## src/rtl/vga_fb_pkg.sv

```systemverilog
// Shared widths, sizes and clear-engine state encoding for the VGA framebuffer arbiter.
package vga_fb_pkg;

    localparam int unsigned ADDR_W     = 19;
    localparam int unsigned DATA_W     = 8;
    localparam int unsigned FB_WORDS   = 307200;
    localparam int unsigned FIFO_DEPTH = 4;

    typedef enum logic {
        IDLE  = 1'b0,
        CLEAR = 1'b1
    } clr_state_t;

endpackage

```

## src/rtl/fb_wr_fifo.sv

```systemverilog
// Synchronous CPU write buffer with count-based full/empty flags.
module fb_wr_fifo #(
    parameter int unsigned WIDTH = 27,
    parameter int unsigned DEPTH = 4
) (
    input  logic             clock,
    input  logic             reset,
    input  logic             push,
    input  logic [WIDTH-1:0] push_data,
    input  logic             pop,
    output logic [WIDTH-1:0] pop_data,
    output logic             full,
    output logic             empty
);

    localparam int unsigned PTR_W = (DEPTH > 1) ? $clog2(DEPTH) : 1;
    localparam int unsigned CNT_W = $clog2(DEPTH + 1);

    logic [WIDTH-1:0] mem [DEPTH];
    logic [PTR_W-1:0] wr_ptr;
    logic [PTR_W-1:0] rd_ptr;
    logic [CNT_W-1:0] count;
    logic             do_push;
    logic             do_pop;

    function automatic logic [PTR_W-1:0] ptr_next(input logic [PTR_W-1:0] p);
        return (p == PTR_W'(DEPTH - 1)) ? '0 : p + 1'b1;
    endfunction

    assign full     = (count == CNT_W'(DEPTH));
    assign empty    = (count == '0);
    assign do_push  = push && !full;
    assign do_pop   = pop && !empty;
    assign pop_data = mem[rd_ptr];

    always_ff @(posedge clock) begin
        if (do_push) begin
            mem[wr_ptr] <= push_data;
        end
    end

    // Simultaneous push and pop leaves the count unchanged.
    always_ff @(posedge clock or posedge reset) begin
        if (reset) begin
            wr_ptr <= '0;
            rd_ptr <= '0;
            count  <= '0;
        end else begin
            if (do_push) begin
                wr_ptr <= ptr_next(wr_ptr);
            end
            if (do_pop) begin
                rd_ptr <= ptr_next(rd_ptr);
            end
            case ({do_push, do_pop})
                2'b10:   count <= count + 1'b1;
                2'b01:   count <= count - 1'b1;
                default: count <= count;
            endcase
        end
    end

endmodule

```

## src/rtl/vga_fb_arbiter.sv

```systemverilog
// Single-port framebuffer arbiter: VGA fetch > CPU write buffer > screen-clear engine.
module vga_fb_arbiter #(
    parameter int unsigned ADDR_W     = vga_fb_pkg::ADDR_W,
    parameter int unsigned DATA_W     = vga_fb_pkg::DATA_W,
    parameter int unsigned FB_WORDS   = vga_fb_pkg::FB_WORDS,
    parameter int unsigned FIFO_DEPTH = vga_fb_pkg::FIFO_DEPTH
) (
    input  logic              clock,
    input  logic              reset,
    input  logic              vga_rd_req,
    input  logic [ADDR_W-1:0] vga_rd_addr,
    output logic              vga_rd_valid,
    output logic [DATA_W-1:0] vga_rd_data,
    input  logic              cpu_wr_valid,
    output logic              cpu_wr_ready,
    input  logic [ADDR_W-1:0] cpu_wr_addr,
    input  logic [DATA_W-1:0] cpu_wr_data,
    input  logic              clr_start,
    input  logic [DATA_W-1:0] clr_color,
    output logic              clr_busy,
    output logic [ADDR_W-1:0] mem_addr,
    output logic              mem_we,
    output logic [DATA_W-1:0] mem_wdata,
    input  logic [DATA_W-1:0] mem_rdata
);

    import vga_fb_pkg::*;

    localparam int unsigned          WR_W     = ADDR_W + DATA_W;
    localparam logic [ADDR_W-1:0]    CLR_LAST = ADDR_W'(FB_WORDS - 1);

    logic              fifo_full;
    logic              fifo_empty;
    logic              fifo_push;
    logic [WR_W-1:0]   fifo_dout;
    logic [ADDR_W-1:0] fifo_addr;
    logic [DATA_W-1:0] fifo_data;

    logic              gnt_vga;
    logic              gnt_fifo;
    logic              gnt_clr;

    clr_state_t        clr_state;
    logic [ADDR_W-1:0] clr_cnt;
    logic [DATA_W-1:0] clr_color_q;

    assign cpu_wr_ready           = !fifo_full;
    assign fifo_push              = cpu_wr_valid && !fifo_full;
    assign {fifo_addr, fifo_data} = fifo_dout;
    assign clr_busy               = (clr_state == CLEAR);
    assign vga_rd_data            = vga_rd_valid ? mem_rdata : '0;

    fb_wr_fifo #(
        .WIDTH (WR_W),
        .DEPTH (FIFO_DEPTH)
    ) u_wr_fifo (
        .clock     (clock),
        .reset     (reset),
        .push      (fifo_push),
        .push_data ({cpu_wr_addr, cpu_wr_data}),
        .pop       (gnt_fifo),
        .pop_data  (fifo_dout),
        .full      (fifo_full),
        .empty     (fifo_empty)
    );

    // Fixed-priority grant; held off while reset is asserted so the RAM port is idle at once.
    always_comb begin
        gnt_vga  = 1'b0;
        gnt_fifo = 1'b0;
        gnt_clr  = 1'b0;
        if (!reset) begin
            if (vga_rd_req) begin
                gnt_vga = 1'b1;
            end else if (!fifo_empty) begin
                gnt_fifo = 1'b1;
            end else if (clr_state == CLEAR) begin
                gnt_clr = 1'b1;
            end
        end
    end

    always_comb begin
        mem_addr  = '0;
        mem_we    = 1'b0;
        mem_wdata = '0;
        if (gnt_vga) begin
            mem_addr = vga_rd_addr;
        end else if (gnt_fifo) begin
            mem_addr  = fifo_addr;
            mem_we    = 1'b1;
            mem_wdata = fifo_data;
        end else if (gnt_clr) begin
            mem_addr  = clr_cnt;
            mem_we    = 1'b1;
            mem_wdata = clr_color_q;
        end
    end

    // RAM read data lands one cycle after the granted fetch.
    always_ff @(posedge clock or posedge reset) begin
        if (reset) begin
            vga_rd_valid <= 1'b0;
        end else begin
            vga_rd_valid <= gnt_vga;
        end
    end

    // Clear engine: walks 0..FB_WORDS-1 only on cycles it wins the port.
    always_ff @(posedge clock or posedge reset) begin
        if (reset) begin
            clr_state   <= IDLE;
            clr_cnt     <= '0;
            clr_color_q <= '0;
        end else begin
            case (clr_state)
                IDLE: begin
                    if (clr_start) begin
                        clr_state   <= CLEAR;
                        clr_cnt     <= '0;
                        clr_color_q <= clr_color;
                    end
                end
                CLEAR: begin
                    if (gnt_clr) begin
                        if (clr_cnt == CLR_LAST) begin
                            clr_state <= IDLE;
                            clr_cnt   <= '0;
                        end else begin
                            clr_cnt <= clr_cnt + 1'b1;
                        end
                    end
                end
                default: clr_state <= IDLE;
            endcase
        end
    end

endmodule

```

## config.mk

```make
export PLATFORM = sky130hd
export DESIGN_NAME = vga_fb_arbiter
export DESIGN_NICKNAME = d
export VERILOG_FILES = /design/src/rtl/vga_fb_pkg.sv /design/src/rtl/fb_wr_fifo.sv /design/src/rtl/vga_fb_arbiter.sv
export SDC_FILE = /design/constraint.sdc
export NUM_CORES = 1
export LEC_CHECK = 0
export CAP_MARGIN = 20
export CORE_AREA = 2 2 127 117
export CTS_CLUSTER_SIZE = 10
export DETAILED_ROUTE_END_ITERATION = 10
export DIE_AREA = 0 0 129 119
export PLACE_DENSITY = 0.71
export RECOVER_POWER = 50
export SYNTH_ARGS = -nofsm -noshare
export SYNTH_HDL_FRONTEND = slang
export SYNTH_SLANG_ARGS = --single-unit
```

## constraint.sdc

```tcl
create_clock -name clock -period 2.3 [get_ports clock]
set_input_delay 0.575 -clock clock [delete_from_list [all_inputs] [get_ports clock]]
set_output_delay 0.575 -clock clock [all_outputs]
set_load 0.01 [all_outputs]
```

==> qor.txt <==
Status -> complete, but fails checks
Failing checks -> setup timing
Critical path's largest stage delay -> 500 ps
Clock period minus worst slack -> 2760 ps
Startpoint types -> flop
Setup TNS -> -9900 ps
Post-DP HPWL -> 9870 um
Syn_area_per_cell -> 16.1 sq um
Hold-fix buffers at CTS -> 0
Final Hold Slack -> 446 ps
Vias in the first global route -> 4255
Final period utilization -> 120%
Final wirelength -> 14500 um
Worst Setup Path Type -> flop to output port
Post-synth EDFFs -> 108
Largest net degree at the start of global routing -> 29
PnR worst setup slack -> -462 ps
Fin cells -> 756
Clock sink total -> 144
Max-slew violations -> 0
Final Core Density -> 59.3%
Endpoints failing hold -> 0
Synthesized instance count -> 384
Routed vias/inst -> 5.39
Worst Tran Pin Value -> 726 ps
Area of the multi-input gates -> 1880 sq um
Fin Clk Skew -> 11.8 ps
DIE WIDTH -> 129 um
RSZ-0062 raised after global routing -> true
FFs w/ async S/R, synth -> 25.0%
Final Instance Area -> 8440 sq um
Longest Clk Path Bufs -> 2
Share of layout cells above drive strength 1 -> 28.3%
Post-placement setup slack -> -766 ps
Max_cap viols -> 0
Final Setup Violations -> 27
DP Area -> 7790 sq um
Number of I/O pins -> 106
WL/cell -> 19.2 um
Synth area leaders -> edfxtp_1, dfrtp_1, mux4_2, a222oi_1, mux2_2
Cell Rows -> 42
Worst Path Arrival -> 2190 ps
Mapped cell area -> 6200 sq um
Critical-path maximum fanout -> 5
Synth cell types -> 43
Top FF cell, synth -> edfxtp_1
Net count after synthesis -> 459
Crit path max-delay cell type -> mux4_2
Initial Util -> 43.5%
Worst vdd ir -> 0.000631 V
Clk slew on worst S/H paths -> 60 ps
Diode count -> 0
Cells after DPL -> 708
Buf/Inv on CP -> 4
Nets@finish -> 620
Drt pass-1 iters -> 5
Post-route ant nets -> 0
Worst skew pair latency -> 430 ps
First-pass GRT wire length -> 22600 um
Yosys top cell area share -> 52.3%
Initial antenna violation count -> 0
Register Area -> 4150 sq um
Total power -> 8.87 mW
Family with the most delay on the worst path -> multiplexers
Cell taking the most area after synthesis -> edfxtp_1
Drt drc -> 0
Seq/Total Area, Yosys -> 66.9%
FF+latch count, synth -> 144
Req. time, crit path -> 1730 ps
Root buffer cell -> clkbuf_16
Syn. warnings -> 0
Max Fclk -> 362 MHz
CTS buffer count -> 17
CP Capture Type -> output port
Die H -> 119 um
Grt total ovfl -> 0
Cells along the critical path -> buf_12 -> buf_8 -> mux4_2 -> a222oi_1 -> inv_1 -> buf_2
GPL Wtd Cong -> 0.849
Leakage -> 3.41 nW
Hold WC Path Type -> primary input to async pin
Placeable core region -> 14200 sq um
P per Cell Area -> 1050 nW/um^2
Tot GR Track Use -> 20.0%
FILL cells -> 1111
Port bufs -> 105
Via count -> 4074
DRT iter0 DRCs -> 334
CTS tree -> done
Die area -> 15400 sq um
Htree depth -> 4
Layout area overhead -> 36.3%
Slew headroom -> 51.6%
[flip-flops by register name, indices dropped and copies added (netlist names)]
| signal | count |
|---|---|
| clr_busy | 1 |
| u_wr_fifo.mem | 108 |
| u_wr_fifo.rd_ptr | 2 |
| clr_color_q | 8 |
| vga_rd_valid | 1 |
| u_wr_fifo.count | 3 |
| clr_cnt | 19 |
| u_wr_fifo.wr_ptr | 2 |
[cell usage after synthesis, drive strengths merged, types with 4 or more instances]
master,instances
nand2,20
nand3,11
nor3,5
o21ai,4
xor2,6
ha,7
inv,27
dfrtp,36
nand4,5
mux2,10
edfxtp,108
and3,8
mux4,27
or3,4
and2,8
clkbuf,4
a31oi,8
buf,15
nor2,10
a22o,9
nand2b,4
a222oi,19
a21oi,8
[worst register-to-register path, stage by stage, from the launching register on]
cell     delay [ps]
dfrtp_1         400
buf_4           150
inv_1            90
nand3_1         160
nand2_1         140
ha_1            170
inv_1            50
fa_1            370
xor2_1          150
nor2_1          100
xor2_1          160
[area by class of cell]
class	count	area share, %
clock inverters	13	1.42
well taps	198	2.93
clock buffers	19	5.25
multi-input cells	194	22.3
flip-flops and latches	144	49.1
repair buffers	161	17.9
inverters	27	1.20
[final timing paths]
kind                                      from  slack, ps  cells after the start                  end
setup / recovery           u_wr_fifo.rd_ptr[0]       -460                      6         mem_addr[18]
hold / removal                           reset        450                      3       clr_color_q[6]
setup reg to reg            u_wr_fifo.count[0]        260                     10   u_wr_fifo.count[2]
hold reg to reg                 clr_color_q[2]        510                      1       clr_color_q[2]
max in group asynchronous                reset        780                      4  u_wr_fifo.rd_ptr[0]
min in group clock              clr_color_q[2]        510                      1       clr_color_q[2]
[routing by layer]
| metal | vias to the layer above | track usage [%] | wire (um) |
|---|---|---|---|
| li1 | 1851 | - | - |
| met1 | 2070 | 25.5 | 6110 |
| met2 | 131 | 32.0 | 7300 |
| met3 | 22 | 5.75 | 742 |
| met4 | 0 | 8.36 | 341 |
| met5 | - | 0 | 0 |
[power breakdown]
| group | switching [mW] | total [mW] | leakage (nW) | internal [mW] |
|---|---|---|---|---|
| combinational | 1.22 | 2.72 | 1.70 | 1.51 |
| sequential | 0.194 | 3.52 | 1.43 | 3.33 |
| clock | 1.02 | 2.62 | 0.285 | 1.60 |
| total | 2.43 | 8.87 | 3.41 | 6.44 |
[cells by family (layout without fill, tap and decap cells)]
group / after synthesis / after routing / share of synthesized area (%)
compound gates: 58 / 58 / 7.53
xor+xnor: 7 / 7 / 0.990
fa+ha+maj: 8 / 8 / 1.74
buf+inv: 46 / 220 / 3.11
flops: 144 / 144 / 66.9
mux: 39 / 39 / 12.0
simple gates: 82 / 82 / 7.79
[what timing repair did]
| action | CTS | global route |
|---|---|---|
| resized for setup | 115 | 4 |
| buffers inserted | 13 | 3 |
| pin swaps | 25 | 9 |
| setup endpoints to repair | 30 | 27 |
[cells in the final DEF, fill, tap and decap left out, types with 9 or more instances in the layout]
| cell | instances |
|---|---|
| buf_2 | 22 |
| edfxtp_1 | 108 |
| dlygate4sd3_1 | 27 |
| nand2_1 | 19 |
| clkbuf_16 | 17 |
| mux2_2 | 10 |
| a22o_1 | 9 |
| buf_12 | 9 |
| a222oi_1 | 19 |
| mux4_2 | 27 |
| inv_1 | 26 |
| nand3_1 | 10 |
| buf_4 | 34 |
| dfrtp_1 | 35 |
| clkdlybuf4s50_1 | 47 |
Note: power is estimated with default switching activity, not from simulation.
